[src/rtl/mesm6_mem_pkg.sv]
// Shared types and constants for the MESM-6 memory responder.
// Bus widths, FSM states, bus ids and access ops.
package mesm6_mem_pkg;

  localparam int unsigned MEM_ADDR_WIDTH = 15;
  localparam int unsigned MEM_DATA_WIDTH = 48;
  localparam int unsigned WAIT_CNT_WIDTH = 4;
  localparam int unsigned MEM_WORDS      = 32'(1) << MEM_ADDR_WIDTH;

  typedef enum logic [1:0] {
    IDLE,
    WAIT,
    ACCESS,
    DONE
  } state_e;

  typedef enum logic {
    IBUS,
    DBUS
  } bus_e;

  typedef enum logic [1:0] {
    FETCH,
    READ,
    WRITE
  } op_e;

  // A dbus request with both read and write high is a protocol error and is taken as a write.
  function automatic op_e decode_op(input bus_e bus, input logic dbus_write);
    if (bus == IBUS) begin
      return FETCH;
    end
    return dbus_write ? WRITE : READ;
  endfunction

endpackage

[src/rtl/mesm6_mem_responder_if.sv]
// Core ibus/dbus request signals plus the single-port SRAM connection.
// master = core and SRAM side, slave = the responder.
interface mesm6_mem_responder_if #(
  parameter int unsigned ADDR_WIDTH = 15,
  parameter int unsigned DATA_WIDTH = 48
);

  logic                  ibus_fetch;
  logic [ADDR_WIDTH-1:0] ibus_addr;
  logic [DATA_WIDTH-1:0] ibus_input;
  logic                  ibus_done;

  logic                  dbus_read;
  logic                  dbus_write;
  logic [ADDR_WIDTH-1:0] dbus_addr;
  logic [DATA_WIDTH-1:0] dbus_output;
  logic [DATA_WIDTH-1:0] dbus_input;
  logic                  dbus_done;

  logic                  mem_en;
  logic                  mem_we;
  logic [ADDR_WIDTH-1:0] mem_addr;
  logic [DATA_WIDTH-1:0] mem_wdata;
  logic [DATA_WIDTH-1:0] mem_rdata;

  modport master (
    output ibus_fetch, ibus_addr,
    input  ibus_input, ibus_done,
    output dbus_read, dbus_write, dbus_addr, dbus_output,
    input  dbus_input, dbus_done,
    input  mem_en, mem_we, mem_addr, mem_wdata,
    output mem_rdata
  );

  modport slave (
    input  ibus_fetch, ibus_addr,
    output ibus_input, ibus_done,
    input  dbus_read, dbus_write, dbus_addr, dbus_output,
    output dbus_input, dbus_done,
    output mem_en, mem_we, mem_addr, mem_wdata,
    input  mem_rdata
  );

endinterface

[src/rtl/mesm6_mem_arbiter.sv]
// Round-robin grant between ibus and dbus; contention goes to the bus
// that was not granted last.
module mesm6_mem_arbiter
  import mesm6_mem_pkg::*;
(
  input  logic clk,
  input  logic reset_n,
  input  logic req_ibus,
  input  logic req_dbus,
  input  logic take,
  output bus_e grant_c,
  output logic grant_valid_c
);

  bus_e last_grant;

  always_comb begin
    grant_valid_c = req_ibus | req_dbus;
    grant_c       = last_grant;
    if (req_ibus && req_dbus) begin
      grant_c = (last_grant == DBUS) ? IBUS : DBUS;
    end else if (req_ibus) begin
      grant_c = IBUS;
    end else if (req_dbus) begin
      grant_c = DBUS;
    end
  end

  always_ff @(posedge clk) begin
    if (!reset_n) begin
      last_grant <= DBUS;
    end else if (take) begin
      last_grant <= grant_c;
    end
  end

endmodule

[src/rtl/mesm6_mem_responder.sv]
// Target side of the MESM-6 ibus/dbus: arbitrates held requests onto one
// synchronous single-port SRAM and returns data with a one-cycle done pulse.
module mesm6_mem_responder
  import mesm6_mem_pkg::*;
#(
  parameter int unsigned ADDR_WIDTH  = MEM_ADDR_WIDTH,
  parameter int unsigned DATA_WIDTH  = MEM_DATA_WIDTH,
  parameter int unsigned WAIT_STATES = 0
) (
  input logic                clk,
  input logic                reset_n,
  mesm6_mem_responder_if.slave bus
);

  localparam logic [WAIT_CNT_WIDTH-1:0] WAIT_LAST =
    WAIT_CNT_WIDTH'((WAIT_STATES == 0) ? 0 : WAIT_STATES - 1);

  state_e                    state_q, state_d;
  logic [WAIT_CNT_WIDTH-1:0] cnt_q, cnt_d;
  bus_e                      req_bus_q, req_bus_d;
  op_e                       req_op_q, req_op_d;
  logic [ADDR_WIDTH-1:0]     req_addr_q, req_addr_d;
  logic [DATA_WIDTH-1:0]     req_wdata_q, req_wdata_d;

  logic                      mem_en_q, mem_en_d;
  logic                      mem_we_q, mem_we_d;
  logic [ADDR_WIDTH-1:0]     mem_addr_q, mem_addr_d;
  logic [DATA_WIDTH-1:0]     mem_wdata_q, mem_wdata_d;
  logic                      ibus_done_q, ibus_done_d;
  logic                      dbus_done_q, dbus_done_d;
  logic [DATA_WIDTH-1:0]     ibus_q, ibus_q_d;
  logic [DATA_WIDTH-1:0]     dbus_q, dbus_q_d;

  bus_e                      grant_c;
  logic                      grant_valid_c;
  logic                      take_c;
  logic                      req_active_c;
  op_e                       new_op_c;
  logic [ADDR_WIDTH-1:0]     new_addr_c;

  mesm6_mem_arbiter u_arbiter (
    .clk           (clk),
    .reset_n       (reset_n),
    .req_ibus      (bus.ibus_fetch),
    .req_dbus      (bus.dbus_read | bus.dbus_write),
    .take          (take_c),
    .grant_c       (grant_c),
    .grant_valid_c (grant_valid_c)
  );

  assign req_active_c = (req_bus_q == IBUS) ? bus.ibus_fetch
                                            : (bus.dbus_read | bus.dbus_write);
  assign new_op_c     = decode_op(grant_c, bus.dbus_write);
  assign new_addr_c   = (grant_c == IBUS) ? bus.ibus_addr : bus.dbus_addr;

  always_ff @(posedge clk) begin
    if (!reset_n) begin
      state_q     <= IDLE;
      cnt_q       <= '0;
      req_bus_q   <= DBUS;
      req_op_q    <= FETCH;
      req_addr_q  <= '0;
      req_wdata_q <= '0;
      mem_en_q    <= 1'b0;
      mem_we_q    <= 1'b0;
      mem_addr_q  <= '0;
      mem_wdata_q <= '0;
      ibus_done_q <= 1'b0;
      dbus_done_q <= 1'b0;
      ibus_q      <= '0;
      dbus_q      <= '0;
    end else begin
      state_q     <= state_d;
      cnt_q       <= cnt_d;
      req_bus_q   <= req_bus_d;
      req_op_q    <= req_op_d;
      req_addr_q  <= req_addr_d;
      req_wdata_q <= req_wdata_d;
      mem_en_q    <= mem_en_d;
      mem_we_q    <= mem_we_d;
      mem_addr_q  <= mem_addr_d;
      mem_wdata_q <= mem_wdata_d;
      ibus_done_q <= ibus_done_d;
      dbus_done_q <= dbus_done_d;
      ibus_q      <= ibus_q_d;
      dbus_q      <= dbus_q_d;
    end
  end

  // Next-state logic; SRAM strobes and done pulses are computed one cycle
  // ahead so they come straight from flops in ACCESS and DONE.
  always_comb begin
    state_d     = state_q;
    cnt_d       = cnt_q;
    req_bus_d   = req_bus_q;
    req_op_d    = req_op_q;
    req_addr_d  = req_addr_q;
    req_wdata_d = req_wdata_q;
    mem_en_d    = 1'b0;
    mem_we_d    = 1'b0;
    mem_addr_d  = mem_addr_q;
    mem_wdata_d = mem_wdata_q;
    ibus_done_d = 1'b0;
    dbus_done_d = 1'b0;
    ibus_q_d    = ibus_q;
    dbus_q_d    = dbus_q;
    take_c      = 1'b0;

    case (state_q)
      IDLE: begin
        if (grant_valid_c) begin
          take_c      = 1'b1;
          req_bus_d   = grant_c;
          req_op_d    = new_op_c;
          req_addr_d  = new_addr_c;
          req_wdata_d = bus.dbus_output;
          cnt_d       = '0;
          if (WAIT_STATES > 0) begin
            state_d = WAIT;
          end else begin
            state_d     = ACCESS;
            mem_en_d    = 1'b1;
            mem_we_d    = (new_op_c == WRITE);
            mem_addr_d  = new_addr_c;
            mem_wdata_d = bus.dbus_output;
          end
        end
      end

      WAIT: begin
        if (!req_active_c) begin
          state_d = IDLE;
        end else if (cnt_q == WAIT_LAST) begin
          state_d     = ACCESS;
          mem_en_d    = 1'b1;
          mem_we_d    = (req_op_q == WRITE);
          mem_addr_d  = req_addr_q;
          mem_wdata_d = req_wdata_q;
        end else begin
          cnt_d = cnt_q + WAIT_CNT_WIDTH'(1);
        end
      end

      ACCESS: begin
        state_d     = DONE;
        ibus_done_d = (req_bus_q == IBUS);
        dbus_done_d = (req_bus_q == DBUS);
      end

      DONE: begin
        state_d = IDLE;
        if (req_op_q != WRITE) begin
          if (req_bus_q == IBUS) begin
            ibus_q_d = bus.mem_rdata;
          end else begin
            dbus_q_d = bus.mem_rdata;
          end
        end
      end

      default: state_d = IDLE;
    endcase
  end

  // Read data passes straight through in DONE, otherwise the holding registers.
  always_comb begin
    bus.ibus_input = ibus_q;
    bus.dbus_input = dbus_q;
    if (state_q == DONE && req_op_q != WRITE) begin
      if (req_bus_q == IBUS) begin
        bus.ibus_input = bus.mem_rdata;
      end else begin
        bus.dbus_input = bus.mem_rdata;
      end
    end
  end

  assign bus.mem_en    = mem_en_q;
  assign bus.mem_we    = mem_we_q;
  assign bus.mem_addr  = mem_addr_q;
  assign bus.mem_wdata = mem_wdata_q;
  assign bus.ibus_done = ibus_done_q;
  assign bus.dbus_done = dbus_done_q;

endmodule

[src/flat_wrapper.sv]
// flat-port wrapper written by rule: the top's interface ports become plain ports
module mesm6_mem_responder_flat import mesm6_mem_pkg::*;
#(
  parameter int unsigned ADDR_WIDTH  = MEM_ADDR_WIDTH,
  parameter int unsigned DATA_WIDTH  = MEM_DATA_WIDTH,
  parameter int unsigned WAIT_STATES = 0
)
  (clk, reset_n, bus_ibus_fetch, bus_ibus_addr, bus_ibus_input, bus_ibus_done, bus_dbus_read, bus_dbus_write, bus_dbus_addr, bus_dbus_output, bus_dbus_input, bus_dbus_done, bus_mem_en, bus_mem_we, bus_mem_addr, bus_mem_wdata, bus_mem_rdata);
  mesm6_mem_responder_if #(.ADDR_WIDTH(ADDR_WIDTH), .DATA_WIDTH(DATA_WIDTH)) bus_i ();
  input logic clk;
  input logic reset_n;
  input wire logic [$bits(bus_i.ibus_fetch)-1:0] bus_ibus_fetch;
  input wire logic [$bits(bus_i.ibus_addr)-1:0] bus_ibus_addr;
  output wire logic [$bits(bus_i.ibus_input)-1:0] bus_ibus_input;
  output wire logic [$bits(bus_i.ibus_done)-1:0] bus_ibus_done;
  input wire logic [$bits(bus_i.dbus_read)-1:0] bus_dbus_read;
  input wire logic [$bits(bus_i.dbus_write)-1:0] bus_dbus_write;
  input wire logic [$bits(bus_i.dbus_addr)-1:0] bus_dbus_addr;
  input wire logic [$bits(bus_i.dbus_output)-1:0] bus_dbus_output;
  output wire logic [$bits(bus_i.dbus_input)-1:0] bus_dbus_input;
  output wire logic [$bits(bus_i.dbus_done)-1:0] bus_dbus_done;
  output wire logic [$bits(bus_i.mem_en)-1:0] bus_mem_en;
  output wire logic [$bits(bus_i.mem_we)-1:0] bus_mem_we;
  output wire logic [$bits(bus_i.mem_addr)-1:0] bus_mem_addr;
  output wire logic [$bits(bus_i.mem_wdata)-1:0] bus_mem_wdata;
  input wire logic [$bits(bus_i.mem_rdata)-1:0] bus_mem_rdata;
  assign bus_i.ibus_fetch = bus_ibus_fetch;
  assign bus_i.ibus_addr = bus_ibus_addr;
  assign bus_ibus_input = bus_i.ibus_input;
  assign bus_ibus_done = bus_i.ibus_done;
  assign bus_i.dbus_read = bus_dbus_read;
  assign bus_i.dbus_write = bus_dbus_write;
  assign bus_i.dbus_addr = bus_dbus_addr;
  assign bus_i.dbus_output = bus_dbus_output;
  assign bus_dbus_input = bus_i.dbus_input;
  assign bus_dbus_done = bus_i.dbus_done;
  assign bus_mem_en = bus_i.mem_en;
  assign bus_mem_we = bus_i.mem_we;
  assign bus_mem_addr = bus_i.mem_addr;
  assign bus_mem_wdata = bus_i.mem_wdata;
  assign bus_i.mem_rdata = bus_mem_rdata;
  mesm6_mem_responder #(.ADDR_WIDTH(ADDR_WIDTH), .DATA_WIDTH(DATA_WIDTH), .WAIT_STATES(WAIT_STATES)) u_core (.clk(clk), .reset_n(reset_n), .bus(bus_i));
endmodule
[config.mk]
export PLATFORM = sky130hd
export DESIGN_NAME = mesm6_mem_responder_flat
export DESIGN_NICKNAME = d
export VERILOG_FILES = /design/src/rtl/mesm6_mem_pkg.sv /design/src/rtl/mesm6_mem_responder_if.sv /design/src/rtl/mesm6_mem_arbiter.sv /design/src/rtl/mesm6_mem_responder.sv /design/src/flat_wrapper.sv
export SDC_FILE = /design/constraint.sdc
export NUM_CORES = 1
export LEC_CHECK = 0
export BUFFER_PORTS_ARGS = -buffer_cell sky130_fd_sc_hd__buf_2
export CAP_MARGIN = 20
export CORE_ASPECT_RATIO = 0.5
export CORE_MARGIN = 1
export CORE_UTILIZATION = 50
export DETAILED_ROUTE_END_ITERATION = 10
export PLACE_DENSITY = 0.78
export SETUP_SLACK_MARGIN = 0.3
export SLEW_MARGIN = 0
export SYNTH_ARGS = -nofsm -noshare
export SYNTH_HDL_FRONTEND = slang
export SYNTH_SLANG_ARGS = --single-unit
[constraint.sdc]
create_clock -name clk -period 4.45 [get_ports clk]
set_input_delay 0.2225 -clock clk [delete_from_list [all_inputs] [get_ports clk]]
set_output_delay 0.2225 -clock clk [all_outputs]
set_load 0.01 [all_outputs]
Word-level counts from Yosys, hierarchy flattened
Cells that the tools add are included.
- input bits: 131
- register bits after elaboration: 236
- word-level logic and storage cells: 78
- add/sub/neg operators: 1
- reduce and logical (&&, ||, !) cells: 11
- bitwise logic cells: 3
- multiplexer cells: 37
- eq/ne operators: 11
- operator list (cell ; number):
    2-to-1 mux 48 bit ; 7
    case mux 48 bit (2 select lines) ; 1
    2-to-1 mux 15 bit ; 4
    case mux 15 bit (2 select lines) ; 1
    2-to-1 mux 1 bit ; 12
    2-to-1 mux 4 bit ; 3
    2-to-1 mux 2 bit ; 5
    equality test 2 bit, second input constant ; 4
    case mux 2 bit (4 select lines) ; 1
    case mux 4 bit (2 select lines) ; 1
    AND reduction 2 bit ; 4
    AND reduction 4 bit ; 2
    != test 2 x 1 -> 1 bit, second input constant ; 3
    adder 4 x 1 -> 4 bit, second input constant ; 1
    zero test 4 bit ; 1
    != test 2 bit, second input constant ; 2
    case mux 1 bit (2 select lines) ; 2
    != test 3 bit, second input constant ; 1
    equality test 2 x 1 -> 1 bit, second input constant ; 1
    logical AND 1 bit ; 2
    zero test 2 bit ; 1
    bitwise OR 1 bit ; 2
    nonzero test 2 bit ; 1
    NOT 1 bit ; 1

Depth between registers and ports, before layout
- depth in word-level cells: 8
- mapped depth: 8

By module
From an unflattened synthesis, not the netlist that was laid out.
- cell total of the unflattened synthesis: 1016
- area, all modules: 9704.3 µm²
- modules (own cells, without submodules) (module ; times used ; area an instance (µm²) ; sequential area each (µm²) ; cells each):
    mesm6_mem_responder ; 1 ; 9649.3 ; 4704.5 ; 1009
    mesm6_mem_arbiter ; 1 ; 55.1 ; 20.0 ; 7

Worst setup path after synthesis
OpenSTA, ideal clock, no wires.
- path kind: register to register
- start point: register u_core.req_bus_q
- end point: register u_core.ibus_q[18]
- path slack: 2.692 ns
- period minus slack after synthesis: 1.758 ns
- required time: 4.335 ns
- stages on the path, launching flop included: 7
- arrival: 1.643 ns
- cells stage by stage: dfxtp_1 buf_6 nor3_1 buf_2 buf_4 mux2_1 and2_1
- cells in the longest elaborated chain, start to end: 1
- ends and longest elaborated chain (element ; RTL line ; text):
    from (decl) ; mesm6_mem_responder.sv:20 ; bus_e req_bus_q, req_bus_d;
    from (signal assigned) ; mesm6_mem_responder.sv:75 ; req_bus_q <= req_bus_d;
    2-to-1 mux 48 bit ; - ;
    to (signal assigned) ; mesm6_mem_responder.sv:85 ; ibus_q <= ibus_q_d;
    to (decl) ; mesm6_mem_responder.sv:31 ; logic [DATA_WIDTH-1:0] ibus_q, ibus_q_d;
No other way between the ends.
A chain may end at the register's enable or synchronous reset.

Worst setup path after layout
- start point: register u_core.state_q[0]
- end point: output bus_ibus_input[34]
- cells in the longest elaborated chain, start to end: 3
- ends and longest elaborated chain (element ; RTL line ; text):
    from (decl) ; mesm6_mem_responder.sv:18 ; state_e state_q, state_d;
    from (signal assigned) ; mesm6_mem_responder.sv:73 ; state_q <= state_d;
    equality test 2 bit ; mesm6_mem_responder.sv:169 ; if (state_q == DONE && req_op_q != WRITE) begin
    logical AND 1 bit ; mesm6_mem_responder.sv:169 ;
    2-to-1 mux 48 bit ; mesm6_mem_responder.sv:169 ;
    to (decl) ; flat_wrapper.sv:14 ; output wire logic [$bits(bus_i.ibus_input)-1:0] bus_ibus_input;
No other way between the ends.

==> qor.txt <==
cell family with most CP delay: flip-flops
area of the mapped netlist: 0.00980 sq mm
hold_buf cts: 48
TritonRoute pass-1 iters: 6
total number of vias: 8952
Layout area overhead: 25.8%
crit end category: output port
HPWL after DPL: 16500 microns
Max stage delay cell, worst path: dfxtp_1
register area share after synthesis: 48.0%
hold crit path type: in -> reg
clk root buf: clkbuf_16
Fin Setup TNS: 0 ns
Yosys warnings: 0
Final GP Congestion: 0.890
post-route clock period utilization: 74.0%
EDFF count, synth: 0
CTS clk-pin slew, worst paths: 0.06 ns
worst slew pin tran: 1.02 ns
Starting Density: 52.2%
Fin. Hold Viols: 0
Post-Synthesis Cells: 1065
CTS Buf Count: 21
crit start category: flop
Die ar.: 0.0202 sq mm
layout cells sized above 1: 32.3%
Avg Cell Area, Syn: 9.20 sq um
buffers added on ports: 293
Clk Latency, worst-skew pair: 0.50 ns
DRC: 0
post-synth net total: 1198
FMAX: 0.304 GHz
max cap viols: 0
global-route wire length before repair: 40200 microns
Seq cells post-synth: 235
critical path, cell by cell: nand2_1 > nor3_2 > buf_4 > mux2_2 > buf_2
clk sinks: 235
Total GRT Usage: 24.4%
FFs w/ async S/R, synth: 0%
I/O pin cnt: 294
largest net degree at the start of global routing: 107
Longest Clk Path Bufs: 3
crit path max fanout: 48
commonest non-fill, non-tap cells in the layout: 293 x buf_2, 235 x dfxtp_1, 218 x nand2_1
RSZ-0062 raised after global routing: no
Die Height: 101 microns
Filler Cell Count: 1468
Layout Nets: 1472
CTS tree: done
clock skew: 0.0146 ns
Placement Rows: 35
most common cell after layout, fill and taps aside: buf_2
Die Width: 200 microns
multi-input logic area: 0.00464 sq mm
Tmin final: 3.29 ns
Setup CP Type: reg -> out
ys flop type: dfxtp_1
Worst Path Buf+Inv: 2
Final setup viols: 0
status: finished, final reports clean
slowest cell delay on critical path: 0.99 ns
via/cell ratio: 5.56
Post-CTS Setup Inserts: 0
Sequential Area: 0.00470 sq mm
initial antenna violation count: 0
remaining global-route overflow: 0
synth unique cells: 42
H-tree Lvls: 1
VDD IR max: 0.245 mV
LEAKAGE: 5.67 nW
initial drt markers: 567
post_cts resized: 0
wire per inst: 16.3 microns
diodes inserted: 0
ANT nets after route: 0
vias in the first global route: 8294
Worst slew margin: 32.1%
Post-Route Hold Slack: 0.0349 ns
core area: 0.0188 sq mm
Max Slew Vio Count: 0
WP data arrival: 3.07 ns
Worst EP required: 4.23 ns
Power per Cell Area: 381 mW/mm^2
drt total wl: 26300 microns
[layout make-up]
type,count,share of cell area (%)
well taps,259,2.63
clock inverters,2,0.112
repair buffers,352,16.5
flip-flops and latches,235,38.2
inverters,6,0.203
clock buffers,33,4.79
multi-input cells,723,37.6
[tightest hold or removal path: stages]
cell	delay (ns)
buf_2	0.12
nand3_1	0.09
a21oi_1	0.06
[path summary, 6_finish.rpt]
check | start | depth (start not counted) | slack, ns | endpoint
worst max register to register | u_core.state_q[0] | 6 | 1.39 | u_core.bus.mem_wdata[47]
worst max-delay path | u_core.state_q[0] | 5 | 1.16 | bus_ibus_input[34]
worst min-delay path | bus_dbus_write | 3 | 0.03 | u_core.req_op_q[1]
worst min register to register | u_core.req_op_q[1] | 2 | 0.45 | u_core.req_op_q[1]
[cell families (layout without fill, tap and decap cells)]
group           Yosys count  in the layout  share of synthesized area (%)
flops                   235            235                           48.0
fa+ha+maj                 2              2                          0.255
mux                      96             96                           11.8
buf+inv                 107            393                           5.20
simple gates            403            403                           19.4
compound gates          222            222                           15.3
[per-stage QoR]
step	power, mW	area (sq um)	worst slack [ns]	std cells	util [%]
after CTS	4.72	12300	1.17	1610	65.6
final	4.70	12300	1.16	1610	65.6
after floorplan	2.78	9800	2.69	1065	-
after detailed placement	3.04	11200	1.48	1527	59.8
after global placement	3.01	11200	1.59	1527	59.8
after global routing	4.89	12300	1.02	1610	65.6
[power by group]
part | switching [mW] | total [mW] | internal (mW)
Clock | 0.755 | 1.66 | 0.909
Combinational | 0.408 | 0.713 | 0.305
Sequential | 0.0807 | 2.32 | 2.24
[layer usage]
layer | global-route usage (%) | up-vias | share of wire [%]
met3 | 4.28 | 69 | 7.2
met4 | 10.6 | 0 | 3.5
met2 | 42.0 | 367 | 49
met5 | 0 | - | 0
li1 | - | 4287 | -
met1 | 30.0 | 4229 | 41
[synthesized netlist by cell type (all sizes together), types with 2 or more instances]
library cell / count / area (sq um)
clkbuf: 56 / 210
a21oi: 52 / 260
inv: 6 / 22.5
buf: 45 / 277
o21ai: 17 / 85.1
a21boi: 15 / 113
a311oi: 63 / 552
nor2: 20 / 75.1
nand2b: 3 / 18.8
nand2: 219 / 822
a31oi: 65 / 407
ha: 2 / 25.0
and2: 97 / 607
nor3: 36 / 185
nand3: 2 / 10.0
or3: 2 / 22.5
dfxtp: 235 / 4700
mux2: 96 / 1160
nand4b: 2 / 17.5
and3: 17 / 106
nor2b: 3 / 18.8
[registers in the layout (all words and copies together), names as in the netlist, 2 cells and up]
name                  cells
u_core.dbus_q            48
u_core.bus.mem_addr      15
u_core.req_op_q           2
u_core.cnt_q              4
u_core.req_wdata_q       48
u_core.ibus_q            48
u_core.state_q            2
u_core.bus.mem_wdata     48
u_core.req_addr_q        15
No activity file was read; power rests on OpenSTA's default activity.
